File: src/rtl/package_param.sv
// Shared types and constants for the instruction fetch stage.
package package_param;

  typedef enum logic [2:0] {
    IDLE,
    REQ,
    WAIT,
    VALID,
    TRAP
  } fetch_state_e;

  localparam logic [31:0] NOP_INSTR = 32'h0000_0013;

endpackage

File: src/rtl/pc_next_gen.sv
// Next-PC selection: sequential PC+4 or jump/branch target, with alignment handling.
// FETCH_MISALIGN_TRAP_EN keeps bit 1 and reports it; otherwise the target is word-aligned.
module pc_next_gen (
  input  logic [31:0] pc,
  input  logic        pc_sel,
  input  logic [31:0] alu_data,
  output logic [31:0] pc_four,
  output logic [31:0] next_pc,
  output logic        misalign
);

  logic [31:0] target;

  always_comb begin
    pc_four = pc + 32'd4;
    target  = pc_sel ? (alu_data & 32'hFFFF_FFFE) : pc_four;
`ifdef FETCH_MISALIGN_TRAP_EN
    next_pc  = target;
    misalign = target[1];
`else
    next_pc  = target & 32'hFFFF_FFFC;
    misalign = 1'b0;
`endif
  end

endmodule

File: src/rtl/fetch_unit.sv
// RV32I fetch stage: PC register, imem req/gnt/rvalid handshake, held instruction/pc pair.
// FETCH_MISALIGN_TRAP_EN adds a sticky TRAP state on a misaligned next PC.
//
// state | meaning
// IDLE  | one cycle after reset before the first request
// REQ   | imem_req high, waiting for imem_gnt
// WAIT  | request accepted, waiting for imem_rvalid
// VALID | instruction/pc presented, waiting for instr_done
// TRAP  | misaligned target seen; frozen until reset
module fetch_unit
  import package_param::*;
#(
  parameter logic [31:0] RESET_PC = 32'h0000_0000
) (
  input  logic        clk,
  input  logic        rst_n,
  input  logic        instr_done,
  input  logic        pc_sel,
  input  logic [31:0] alu_data,
  output logic        imem_req,
  output logic [31:0] imem_addr,
  input  logic        imem_gnt,
  input  logic        imem_rvalid,
  input  logic [31:0] imem_rdata,
  output logic [31:0] instruction,
  output logic        instr_valid,
  output logic [31:0] pc,
  output logic [31:0] pc_four,
  output logic        fetch_misalign
);

  fetch_state_e state_q, state_d;
  logic [31:0]  pc_q, pc_d;
  logic [31:0]  instr_q, instr_d;
  logic         valid_q, valid_d;
  logic         req_q, req_d;
  logic         misalign_q, misalign_d;
  logic [31:0]  next_pc;
  logic         next_misalign;

  pc_next_gen u_pc_next_gen (
    .pc       (pc_q),
    .pc_sel   (pc_sel),
    .alu_data (alu_data),
    .pc_four  (pc_four),
    .next_pc  (next_pc),
    .misalign (next_misalign)
  );

  always_comb begin
    state_d    = state_q;
    pc_d       = pc_q;
    instr_d    = instr_q;
    valid_d    = valid_q;
    req_d      = req_q;
    misalign_d = misalign_q;
    case (state_q)
      IDLE: begin
        state_d = REQ;
        req_d   = 1'b1;
      end
      REQ: begin
        if (imem_gnt) begin
          state_d = WAIT;
          req_d   = 1'b0;
        end
      end
      WAIT: begin
        if (imem_rvalid) begin
          state_d = VALID;
          instr_d = imem_rdata;
          valid_d = 1'b1;
        end
      end
      VALID: begin
        if (instr_done) begin
          pc_d    = next_pc;
          valid_d = 1'b0;
`ifdef FETCH_MISALIGN_TRAP_EN
          if (next_misalign) begin
            state_d    = TRAP;
            misalign_d = 1'b1;
          end else begin
            state_d = REQ;
            req_d   = 1'b1;
          end
`else
          state_d    = REQ;
          req_d      = 1'b1;
          misalign_d = misalign_q | next_misalign;
`endif
        end
      end
`ifdef FETCH_MISALIGN_TRAP_EN
      TRAP: begin
        req_d   = 1'b0;
        valid_d = 1'b0;
      end
`endif
      default: begin
        state_d = IDLE;
        req_d   = 1'b0;
        valid_d = 1'b0;
      end
    endcase
  end

  always_ff @(posedge clk or negedge rst_n) begin
    if (!rst_n) begin
      state_q    <= IDLE;
      pc_q       <= RESET_PC;
      instr_q    <= NOP_INSTR;
      valid_q    <= 1'b0;
      req_q      <= 1'b0;
      misalign_q <= 1'b0;
    end else begin
      state_q    <= state_d;
      pc_q       <= pc_d;
      instr_q    <= instr_d;
      valid_q    <= valid_d;
      req_q      <= req_d;
      misalign_q <= misalign_d;
    end
  end

  assign imem_req       = req_q;
  assign imem_addr      = pc_q;
  assign pc             = pc_q;
  assign instruction    = instr_q;
  assign instr_valid    = valid_q;
  assign fetch_misalign = misalign_q;

endmodule

File: config.mk
export PLATFORM = sky130hd
export DESIGN_NAME = fetch_unit
export DESIGN_NICKNAME = d
export VERILOG_FILES = /design/src/rtl/package_param.sv /design/src/rtl/pc_next_gen.sv /design/src/rtl/fetch_unit.sv
export SDC_FILE = /design/constraint.sdc
export NUM_CORES = 1
export LEC_CHECK = 0
export CORE_AREA = 2 2 99 101
export DETAILED_ROUTE_END_ITERATION = 10
export DIE_AREA = 0 0 101 103
export PLACE_DENSITY_LB_ADDON = 0.3
export SYNTH_ARGS = -nofsm -noshare
export SYNTH_HDL_FRONTEND = slang
export SYNTH_SLANG_ARGS = --single-unit
File: constraint.sdc
create_clock -name clk -period 5.8 [get_ports clk]
set_clock_uncertainty 0.05 [all_clocks]
set_input_delay 1.16 -clock clk [delete_from_list [all_inputs] [get_ports clk]]
set_output_delay 1.16 -clock clk [all_outputs]
set_load 0.01 [all_outputs]
Word-level counts from Yosys, hierarchy flattened
Index checks and enable logic that the tools add are counted.
{ "word_totals": {"register_bits": 67, "latch_bits": 0, "ram_bits": 0, "mem_bits_ro": 0, "inputBits": 70, "elab_cells": 32, "mem_count": 0} }
{ "classes": {"n_addsub": 1, "n_mul": 0, "n_div": 0, "n_lt_le_gt_ge": 0, "n_eq_ne": 6, "shift": 0, "muxes": 11, "bitwise": 2, "reduce_logical": 7} }
{ "op_table": {"columns": ["operator", "count"], "rows": [
  ["$add A32 B3 Y32 const B", 1],
  ["$mux W32", 1],
  ["$pmux W3 S4", 1],
  ["$mux W3", 3],
  ["$reduce_and A3 Y1", 3],
  ["$eq A3 B2 Y1 const B", 2],
  ["$ne A2 B2 Y1 const B", 3],
  ["$mux W1", 4],
  ["$pmux W1 S4", 1],
  ["$reduce_and A2 Y1", 2],
  ["$eq A3 B1 Y1 const B", 1],
  ["$logic_not A3 Y1", 1],
  ["$pmux W1 S3", 1],
  ["$not A1 Y1", 2],
  ["$reduce_or A2 Y1", 1]
]} }

Depth between registers and ports, before layout
{ "logic_depth": {"depth_word": 4, "mapped_depth": 7, "ltp_nobuf": 7} }

Modules after synthesis
A second synthesis with hierarchy kept.
{ "unflattened": {"cells_unflattened": 370, "hier_area_um2": 4065.1} }
{ "by_module_without_submodules": {"columns": ["module", "instances", "cells_per_inst", "area_each_um2"], "rows": [
  ["fetch_unit", 1, 192, 2924.1],
  ["pc_next_gen", 1, 178, 1141.1]
]} }

Least setup slack after synthesis
OpenSTA, ideal clock, no wires.
{ "synth_path": {"kind": "register to output", "from": "reg pc_q[10], in the netlist imem_addr[10]", "to": "out pc_four[31]", "arrival_time_ps": 1790, "required_time_ps": 4590, "slack_ps": 2800, "path_stages_with_launch": 7, "n_path_buf": 1, "cell_sequence": "dfrtp_1 -> buf_2 -> nand4_4 -> nor3_1 -> nand4_1 -> nor2_1 -> xor2_1"} }
{ "synth_via": {"elab_chain_cells": 1} }
{ "synth_rtl": {"columns": ["element", "line_no", "text"], "rows": [
  ["start: declaration", "fetch_unit.sv:33", "logic [31:0] pc_q, pc_d;"],
  ["start signal: assignment", "fetch_unit.sv:118", "pc_q <= pc_d;"],
  ["$add A32 B3 Y32", "pc_next_gen.sv:15", "pc_four = pc + 32'd4;"],
  ["end: declaration", "fetch_unit.sv:28", "output logic [31:0] pc_four,"]
]} }
No other way between the ends.

Worst setup path after layout
Ends and elaborated chain as after synthesis.

==> flow_metrics.py <==
metrics = {
    "status": {
        "status": "finished clean",
    },
    "routing": {
        "postRouteAntennaNets": 0,
        "drt_drc_violations_left": 0,
        "route.detailed.vias_per_inst": 5.350,
        "detailroute.via_count": 3638,
        "met3_wirelength_um": 682,
        "uppermost_signal_routing_layer_after_detailed_routing": "met4",
        "drt_iter0_markers": 168,
        "met2_wirelength_um": 6241,
        "wirelength_met1_um": 4674,
        "wirelength_um": 11700,
        "routed_length_per_placed_instance_um": 17.20,
        "detail_route.first_pass.iterations": 4,
    },
    "placed_design": {
        "buffer_ports.inserted": 191,
        "gp_routability_congestion": 0.8088,
        "placed_area_mm2": 0.005707,
        "hpwlAfterDp_um": 8252,
    },
    "job": {
        "max_cap_viol_count": 0,
    },
    "synthesis": {
        "asyncSetResetFlopFracSynth_pct": 100.0,
        "postSynthRegisterBits": 66,
        "yosys-top-cells-area": "sky130_fd_sc_hd__dfrtp_1 (39%), sky130_fd_sc_hd__mux2_2 (9.6%), sky130_fd_sc_hd__buf_4 (7.0%), sky130_fd_sc_hd__xnor2_1 (3.9%), sky130_fd_sc_hd__nand3_1 (2.4%)",
        "postSynthAreaPerCell_um2": 9.688,
        "synth.largest_area_cell": "sky130_fd_sc_hd__dfrtp_1",
        "yosys.area.top_type_share_pct": 39.50,
        "post_synth_num_cell_types": 50,
        "yosys_warnings": 0,
        "synth_edf_count": 0,
        "synthCells": 412,
        "syn-cell-area_mm2": 0.003991,
        "postSynth.topFlopCell": "sky130_fd_sc_hd__dfrtp_1",
        "sequential_cell_area_fraction_in_the_yosys_report_pct": 41.47,
    },
    "grt": {
        "globalRouteOverflowTotal": 0,
        "grt_max_degree": 67,
        "grt_first_pass_wirelength_um": 17720,
        "first_global_vias": 3367,
        "number_of_antenna_violations_at_the_first_check_in_global_routing": 0,
        "global_route.usage.total_pct": 21.58,
    },
    "sta": {
        "rsz_0062_raised_after_global_routing": "false",
        "maxSlewViolCount": 0,
        "max_slew_margin_pct": 24.56,
        "timing.final.crit_share_pct": 71.89,
        "worst-slew-pin-transition_ns": 1.132,
        "fmaxAchievable_mhz": 239.8,
        "report.final.setup_viol": 0,
        "sum_neg_setup_slack_ns": 0,
        "period_minus_slack_ns": 4.169,
        "hold_viol_final": 0,
    },
    "setup_path": {
        "timing.critical_path.slowest_cell_delay_ns": 0.71,
        "critPathSlowestCell": "sky130_fd_sc_hd__nor3_1",
        "path_max_fanout": 10,
        "cp-start-kind": "flop",
        "timing.setup.critical_path_class": "flop to output pin",
        "endpoint_kind": "output pin",
        "worst-endpoint-arrival_ns": 2.96,
        "crit_path_cell_trace": "nand4_4 > nor3_1 > nand4_1 > nor2_1 > xor2_1 > clkdlybuf4s50_1",
        "cp.required_ns": 4.59,
    },
    "die": {
        "core-area_mm2": 0.009459,
        "fp.dieW_um": 101,
        "initial_core_util_pct": 42.20,
        "floorplan.die.height_um": 103,
        "fp.dieArea_mm2": 0.01040,
        "rows": 36,
        "io_pins": 201,
    },
    "power_and_ir_drop": {
        "ir_worst_vdd_mv": 0.2658,
        "total_leakage_power_nw": 2.386,
        "power_per_cell_area_mw_per_mm2": 534.7,
    },
    "clocking": {
        "numCtsBuffers": 9,
        "clock_tree.root_cell": "sky130_fd_sc_hd__clkbuf_8",
        "clock-sinks": 66,
        "cts-hold-fix-buffers": 0,
        "cts_htree_levels": 3,
        "clkLatencyLatePin_ns": 0.34,
        "post_cts_resized": 0,
        "clock_tree_from_tritoncts": "yes",
        "clkSlewWorstSetupHoldPaths_ns": 0.08,
        "max-clock-path-buffers": 2,
        "cts_setup_buffers": 0,
    },
    "finish": {
        "drive_above_1_share_pct": 11.13,
        "antennaDiodeCount": 0,
        "synthToLayoutAreaGrowth_pct": 49.06,
        "fin_nets": 637,
        "fin_area_mm2": 0.005949,
    },
    "hold_path": {
        "type_of_the_most_critical_hold_path": "flop to flop",
    },
}
[cells in the mapped netlist (all sizes together), types with 3 or more instances]
master / n
a21oi: 18
a22oi: 4
a2bb2oi: 6
a31oi: 6
and3: 11
and4: 3
buf: 46
clkbuf: 17
dfrtp: 63
dfstp: 3
ha: 6
inv: 9
mux2: 34
mux2i: 4
nand2: 25
nand3: 19
nand4: 14
nor2: 21
nor3: 14
o211ai: 3
o21a: 5
o21ai: 17
o22a: 5
o22ai: 4
o2bb2ai: 3
o31ai: 3
or3: 4
xnor2: 18
xor2: 10
[sequential cells by signal, summed over array words and instances (netlist names)]
signal / cells
imem_addr: 30
imem_req: 1
instr_valid: 1
state_q: 2
instruction: 32
[placed cells by master, fill, tap and decap left out, types with 3 or more instances in the layout]
| cell type | instances |
|---|---|
| sky130_fd_sc_hd__nand4_1 | 13 |
| sky130_fd_sc_hd__o21ai_0 | 17 |
| sky130_fd_sc_hd__o22ai_1 | 4 |
| sky130_fd_sc_hd__dfstp_2 | 3 |
| sky130_fd_sc_hd__bufinv_16 | 3 |
| sky130_fd_sc_hd__o2bb2ai_1 | 3 |
| sky130_fd_sc_hd__ha_1 | 6 |
| sky130_fd_sc_hd__a2bb2oi_1 | 6 |
| sky130_fd_sc_hd__a31oi_1 | 6 |
| sky130_fd_sc_hd__a21oi_1 | 18 |
| sky130_fd_sc_hd__o211ai_1 | 3 |
| sky130_fd_sc_hd__clkdlybuf4s50_1 | 190 |
| sky130_fd_sc_hd__mux2_2 | 34 |
| sky130_fd_sc_hd__buf_4 | 4 |
| sky130_fd_sc_hd__inv_1 | 8 |
| sky130_fd_sc_hd__nand3_1 | 19 |
| sky130_fd_sc_hd__conb_1 | 7 |
| sky130_fd_sc_hd__a22oi_1 | 4 |
| sky130_fd_sc_hd__or3_1 | 3 |
| sky130_fd_sc_hd__o31ai_1 | 3 |
| sky130_fd_sc_hd__o21a_1 | 5 |
| sky130_fd_sc_hd__dfrtp_1 | 63 |
| sky130_fd_sc_hd__o22a_1 | 5 |
| sky130_fd_sc_hd__xor2_1 | 10 |
| sky130_fd_sc_hd__and3_1 | 11 |
| sky130_fd_sc_hd__mux2i_1 | 4 |
| sky130_fd_sc_hd__xnor2_1 | 18 |
| sky130_fd_sc_hd__clkbuf_8 | 9 |
| sky130_fd_sc_hd__nand2_1 | 25 |
| sky130_fd_sc_hd__nor2_1 | 21 |
| sky130_fd_sc_hd__nor3_1 | 14 |
[metal layers]
metal / up-vias / GRT usage [%]
met3: 8 / 4.746
met1: 1776 / 28.37
li1: 1724 / -
met4: 0 / 5.094
met2: 130 / 36.62
met5: - / 0
[path summary, 6_finish.rpt]
path,from,to,slack [ns],depth (start not counted)
setup reg to reg,imem_addr[2],imem_addr[26],3.37,6
min in group asynchronous,rst_n,imem_addr[10],0.96,2
hold reg to reg,instruction[6],instruction[6],0.46,1
setup / recovery,imem_addr[10],pc_four[31],1.63,6
hold / removal,instruction[6],instruction[6],0.46,1
max in group asynchronous,rst_n,instruction[23],4.16,2
[report_power, final]
group / total, mW / switching [mW] / leakage (nW) / internal, mW
combinational: 1.72 / 0.682 / 1.51 / 1.04
sequential: 0.987 / 0.294 / 0.760 / 0.692
clock: 0.475 / 0.188 / 0.117 / 0.287
total: 3.18 / 1.16 / 2.39 / 2.02
[kinds of logic after synthesis]
group	synth area share [%]
buf+inv	10.53
flops	41.47
compound gates	12.88
xor+xnor	6.144
fa+ha+maj	1.881
other cells	0.09395
simple gates	16.40
mux	10.60
[area by class of cell]
cell class / count / area [µm²]
Clock buffer: 10 / 127.6
Clock inverter: 6 / 115.1
Fill cell: 796 / 3510
Inverter: 9 / 33.78
Multi-Input combinational cell: 280 / 1938
Sequential cell: 66 / 1655
Tap cell: 114 / 142.6
Timing Repair Buffer: 195 / 1937
[critical path, delay by kind of cell (launching register included)]
family,cells,cell delay (ns)
and+or+nand+nor,4,1.33
buffers and inverters,1,0.57
DFF,1,0.56
xor gates and xnor gates,1,0.16
[through the flow]
step	power [mW]	setup WS [ns]	util, %	instances	hold slack [ns]
floorplan	1.825	2.800	-	418	0.4761
global placement	2.672	1.986	60.33	664	0.4350
detailed placement	2.716	1.990	60.33	664	0.4426
CTS	3.206	1.605	62.90	680	0.4600
global route	3.375	1.374	62.90	680	0.4695
finish	3.181	1.631	62.90	680	0.4572
No activity file was read; power rests on OpenSTA's default activity.
==> RTL change 1: new RTL, same flow settings <==
Reset style: synchronous (`rst_n`), changed in one clocked block.
--- a/src/rtl/fetch_unit.sv
+++ b/src/rtl/fetch_unit.sv
@@ -105,7 +105,7 @@
     endcase
   end
 
-  always_ff @(posedge clk or negedge rst_n) begin
+  always_ff @(posedge clk) begin
     if (!rst_n) begin
       state_q    <= IDLE;
       pc_q       <= RESET_PC;
Formal check against the unedited RTL: differs if rst_n is asserted again (counterexample within 4 cycles, from zero or initial values and one cycle with rst_n low); with rst_n held inactive, the same outputs for 10 cycles.
==> RTL change 1 against the original RTL <==
Routed wire length is essentially flat. Synthesized area is 3.8% lower. Register-to-register slack worse by 0.36 ns. Final cell count increased by 13%. Non-clock buffer count stayed put. Sequential cell count is the same. Worst setup slack got worse by 0.12 ns. Cell area fell by 3.4%. Critical endpoint is now pc_four[29]. Highest routed layer unchanged.
Power is not compared: it rests on default switching activity, and its combinational part moved more than twofold at a synthesized area within 25%.
==> RTL change 1: results (changes against the original RTL) <==
Placed design
  • Placed cell areas: 5520 um2 (-3.3%)
  • Pre-CTS setup slack: 1.90 ns (-0.0884 ns)
  • Input/output buffers: 191 (unchanged)
  • Inst Count DP: 751 (+13%)
  • DP HPWL: 8380 um (+1.6%)
  • Final Wtd Congestion: 0.816 (+0.94%)

Global route
  • Global-route wire length before repair: 18000 um (+1.6%)
  • Largest net degree at the start of global routing: 69 (+3.0%)
  • Vias in the first global route: 3765 (+12%)
  • Tot GR Track Use: 21.6% (+0.042 points)

Timing
  • Worst slew pin tran: 1.22 ns (+0.0847 ns)
  • Setup_tns: 0 ns (unchanged)
  • Setup slack after layout: 1.51 ns (-0.121 ns)
  • WHS: 0.409 ns (-0.0486 ns)

Synthesis
  • Synth cell types: 45 (-10%)
  • Synth Flop Type: dfxtp_1
  • Most common library cells after synthesis: 103 x nand2_1, 66 x dfxtp_1, 50 x a21oi_1, 37 x buf_4, 29 x clkbuf_1
  • Avg Inst Size Synth: 7.53 um2 (-22%)
  • Top post-synthesis cells by area: dfxtp_1 34%, nand2_1 10%, buf_4 7.2%, a21oi_1 6.5%, xnor2_1 3.9%
  • Seq/Total Area, Yosys: 34.4% (-7.1 points)
  • Synth area leader: dfxtp_1
  • Asr flop ratio synth: 0% (-100 points)

Worst hold path
  • Hold_sp: instruction[11]
  • Hold endpoint: instruction[11]
  • Hold Path Cell Cnt: 2 (+1)

Pwr
  • Sequential fraction of design power: 39.7%
  • LEAKAGE: 0.00207 uW
  • VDD IR max: 0.168 mV

Worst setup path
  • R2R Path Start: imem_addr[4]
  • WP data arrival: 3.08 ns (+0.12 ns)
  • Flop2flop setup slack: 3.01 ns (-0.36 ns)
  • Reg-to-reg endpoint: imem_addr[29]
  • R2R cell count: 5 (-1)
  • Crit-path max FO: 12 (+2)

Status
  • Status: complete, no violations

Clocking
  • Root buffer cell: clkbuf_8
  • Clock-pin slew on the worst setup and hold paths: 0.08 ns (about the same)
  • H-tree lvl count: 3 (unchanged)

Layout
  • Filler cells: 844 (+6.0%)
  • Layout cell share with drive strength beyond 1: 4.90% (-6.2 points)
  • Final nets: 724 (+14%)
  • Non-filler cells, final: 767 (+13%)

Detailed routing
  • Via/cell ratio: 5.30 (-0.91%)
  • WL final: 11700 um (about the same)
RTL change 1: cell types whose count changed after synthesis, sizes merged, moves of 6 or more:
cell,unedited run,this run
nand2,25,103
dfxtp,0,66
dfrtp,63,0
mux2,34,0
a21oi,18,50
clkbuf,17,29
a22o,1,7
a2bb2oi,6,0
nor2,21,27
RTL change 1: cell families (layout without fill, tap and decap cells):
logic type	Yosys count	in the layout	synth area share (%)
xor gates and xnor gates	28	28	6.39
muxes	6	6	1.56
other	1	7	0.0977
DFF	66	66	34.4
AOI/OAI and AO/OA	116	116	18.9
adders and majority gates	6	6	1.95
buffers and inverters	86	223	12.2
and+or+nand+nor	201	201	24.4
RTL change 1: worst max-delay path: stages (launching register included):
cell	delay, ns
dfxtp_1	0.57
nand4_2	0.31
nor3_2	0.79
nand4_1	0.30
xnor2_1	0.22
clkdlybuf4s50_1	0.56
RTL change 1: worst max path at each step:
stage / startpoint / end / depth (start not counted)
floorplan: imem_addr[2] / pc_four[18] / 6
global placement: imem_addr[2] / pc_four[18] / 6
detailed placement: imem_addr[2] / pc_four[18] / 6
CTS: imem_addr[2] / pc_four[18] / 6
global route: imem_addr[4] / pc_four[29] / 5
finish: imem_addr[4] / pc_four[29] / 5
RTL change 1: layer usage:
metal | global-route usage (%) | up-vias | part of all wire [%]
met3 | 7.80 | 6 | 9.7
met5 | 0 | - | 0
li1 | - | 1996 | -
met4 | 6.65 | 0 | 0.71
met2 | 37.2 | 172 | 50
met1 | 25.3 | 1892 | 40
RTL change 1: area by class of cell:
type	instances	share of cell area (%)
well taps	114	2.48
clock buffers	9	2.16
clock inverters	7	1.76
inverters	12	0.784
repair buffers	195	33.7
flip-flops and latches	66	23.0
multi-input cells	364	36.1
==> RTL change 2: new RTL, same flow settings <==
Made on the original files. Add a define of `FETCH_MISALIGN_TRAP_EN`.
--- a/src/rtl/pc_next_gen.sv
+++ b/src/rtl/pc_next_gen.sv
@@ -1,5 +1,7 @@
 // Next-PC selection: sequential PC+4 or jump/branch target, with alignment handling.
 // FETCH_MISALIGN_TRAP_EN keeps bit 1 and reports it; otherwise the target is word-aligned.
+`define FETCH_MISALIGN_TRAP_EN
+
 module pc_next_gen (
   input  logic [31:0] pc,
   input  logic        pc_sel,
Function: changed (Yosys sat finds a counterexample within 10 cycles, from zero or initial values and one cycle with rst_n low).
==> RTL change 2 against the original RTL <==
Cell area rose by 2.4%. Non-clock buffer count is 6 higher. Via count increased by 5.1%. Synthesized cell count increased by 6.3%. Sequential cell count increased by 3. Sequential power is 0.9% lower. Synthesized area rose by 4.7%. Routed wire length is 0.91% higher. Power fell by 4.2%. Worst setup slack got worse by 0.37 ns. Critical path type unchanged. Largest cell class is now buffers. Largest power group unchanged.
==> RTL change 2: results (changes against the original RTL) <==
Synthesis
  • Most common library cells after synthesis: 66 x dfrtp_1, 38 x buf_4, 33 x mux2_2, 26 x nor2_1
  • Seq/Total Area, Yosys: 41.4% (-0.054 points)
  • YS warnings: 0 (unchanged)
  • Synth Flop Type: dfrtp_1
  • Top post-synthesis cells by area: dfrtp_1 40%, mux2_2 8.9%, buf_4 6.8%, xnor2_1 4.2%, a21oi_1 2.4%
  • Mux cell area share after synthesis: 10.4% (-0.23 points)
  • Asr flop ratio synth: 100% (unchanged)
  • Synth cell types: 53 (+6.0%)
  • Synth Area in Compound Gates: 13.7% (+0.86 points)
  • Post-synthesis xor/xnor area fraction: 5.87% (-0.27 points)
  • Avg Inst Size Synth: 9.54 um2 (-1.5%)
  • Adder-cell share of the synthesized area: 0.299% (-1.6 points)

Placed design
  • Pre-CTS setup slack: 1.64 ns (-0.351 ns)
  • Input/output buffers: 196 (+2.6%)
  • DP HPWL: 8370 um (+1.5%)
  • Inst Count DP: 687 (+3.5%)
  • Final Wtd Congestion: 0.795 (-1.7%)

Timing
  • Setup_tns: 0 ns (unchanged)
  • Headroom to the max-slew limit: 38.5% (+14 points)

Worst setup path
  • Crit-path max FO: 16 (+6)
  • WP data arrival: 3.33 ns (+0.37 ns)

Layout
  • Non-filler cells, final: 703 (+3.4%)
  • Number of diodes: 0 (unchanged)
  • Layout cell share with drive strength beyond 1: 11.5% (+0.41 points)
  • Final nets: 655 (+2.8%)
  • Filler cells: 788 (-1.0%)
  • Max reg flops: 32 (unchanged)

Clocking
  • CTS max path bufs: 2 (unchanged)
  • Clock latency at the later pin of the worst-skew pair: 0.34 ns (about the same)
  • Root buffer cell: clkbuf_8
  • Post_cts resized: 0 (unchanged)
  • Clock-pin slew on the worst setup and hold paths: 0.08 ns (about the same)
  • H-tree lvl count: 3 (unchanged)
  • CTS Buf Count: 9 (unchanged)
  • Post-CTS setup buffers: 0 (unchanged)

Worst hold path
  • Min-Delay Path Class: register to register

Pwr
  • LEAKAGE: 0.00245 uW (+2.7%)
  • VDD IR max: 0.314 mV (+18%)

Detailed routing
  • Residual DRC: 0 (unchanged)
  • WL per Instance: 16.8 um (-2.4%)
  • 1st-pass router iterations: 4 (unchanged)
  • Vias: 3823 (+5.1%)
  • Detailed router's first-iteration violation count: 164 (-2.4%)

Status
  • Status: complete, no violations

Global route
  • Largest net degree at the start of global routing: 75 (+12%)
  • Vias in the first global route: 3666 (+8.9%)
  • Grt ovf: 0 (unchanged)
  • Initial antenna violation count: 0 (unchanged)
  • Tot GR Track Use: 21.8% (+0.20 points)
  • Global-route wire length before repair: 18000 um (+1.6%)
-- RTL change 2: cell count changes after synthesis, sizes merged, moves of 5 or more --
cell     change
o311ai       +6
nor4         +7
a2bb2oi      -6
ha           -5
o2bb2ai      +5
nor2         +5
o22a         -5
buf          +6
nand2        -6
inv          +9
o21a         -5
-- RTL change 2: worst max-delay path: stages, from the launching register on --
cell and delay, ns:
dfrtp_1 0.58, nand4_1 0.50, nor4_4 0.94, nand4_1 0.25, xnor2_1 0.18, clkdlybuf4s50_1 0.56
-- RTL change 2: worst paths after layout --
kind / start / endpoint / slack [ns] / depth (start not counted)
max in group asynchronous: rst_n / imem_req / 4.20 / 1
max reg2reg: imem_addr[6] / imem_addr[31] / 3.04 / 4
min in group asynchronous: rst_n / imem_addr[17] / 0.89 / 1
min reg2reg: fetch_misalign / fetch_misalign / 0.43 / 1
max: imem_addr[6] / pc_four[23] / 1.26 / 5
min: fetch_misalign / fetch_misalign / 0.43 / 1
-- RTL change 2: metrics by stage --
step                area (um2)  total power (uW)  hold slack, ns
floorplan                 4190              1830           0.451
global placement          5920              2650           0.403
detailed placement        5920              2700           0.413
CTS                       6090              3080           0.432
global route              6090              3250           0.475
finish                    6090              3050           0.431
-- RTL change 2: cell families (layout without fill, tap and decap cells) --
group | after synthesis | after routing
flip-flops | 69 | 69
AND/OR/NAND/NOR | 128 | 128
adder cells (fa/ha/maj) | 1 | 1
buffers and inverters | 86 | 235
AO/OA/AOI/OAI | 86 | 86
multiplexers | 39 | 39
other | 1 | 3
XOR/XNOR | 28 | 28
-- RTL change 2: layout make-up --
type	instances	area (um2)	share of cell area (%)
Clock buffer	10	128	2.09
Clock inverter	6	47.5	0.780
Inverter	18	67.6	1.11
Multi-Input combinational cell	285	1980	32.6
Sequential cell	69	1730	28.4
Tap cell	114	143	2.34
Timing Repair Buffer	201	1990	32.7
-- RTL change 2: power breakdown --
group	internal (uW)	switching, uW
Combinational	1000	709
Sequential	708	270
Clock	158	198
Total	1870	1180
-- RTL change 2: metal layers --
metal | share of wire, % | GRT usage (%) | vias to the layer above
met1 | 40 | 26.9 | 1851
met4 | 1.1 | 7.17 | 0
met2 | 52 | 37.5 | 132
met5 | 0 | 0 | -
li1 | - | - | 1832
met3 | 6.5 | 5.42 | 8
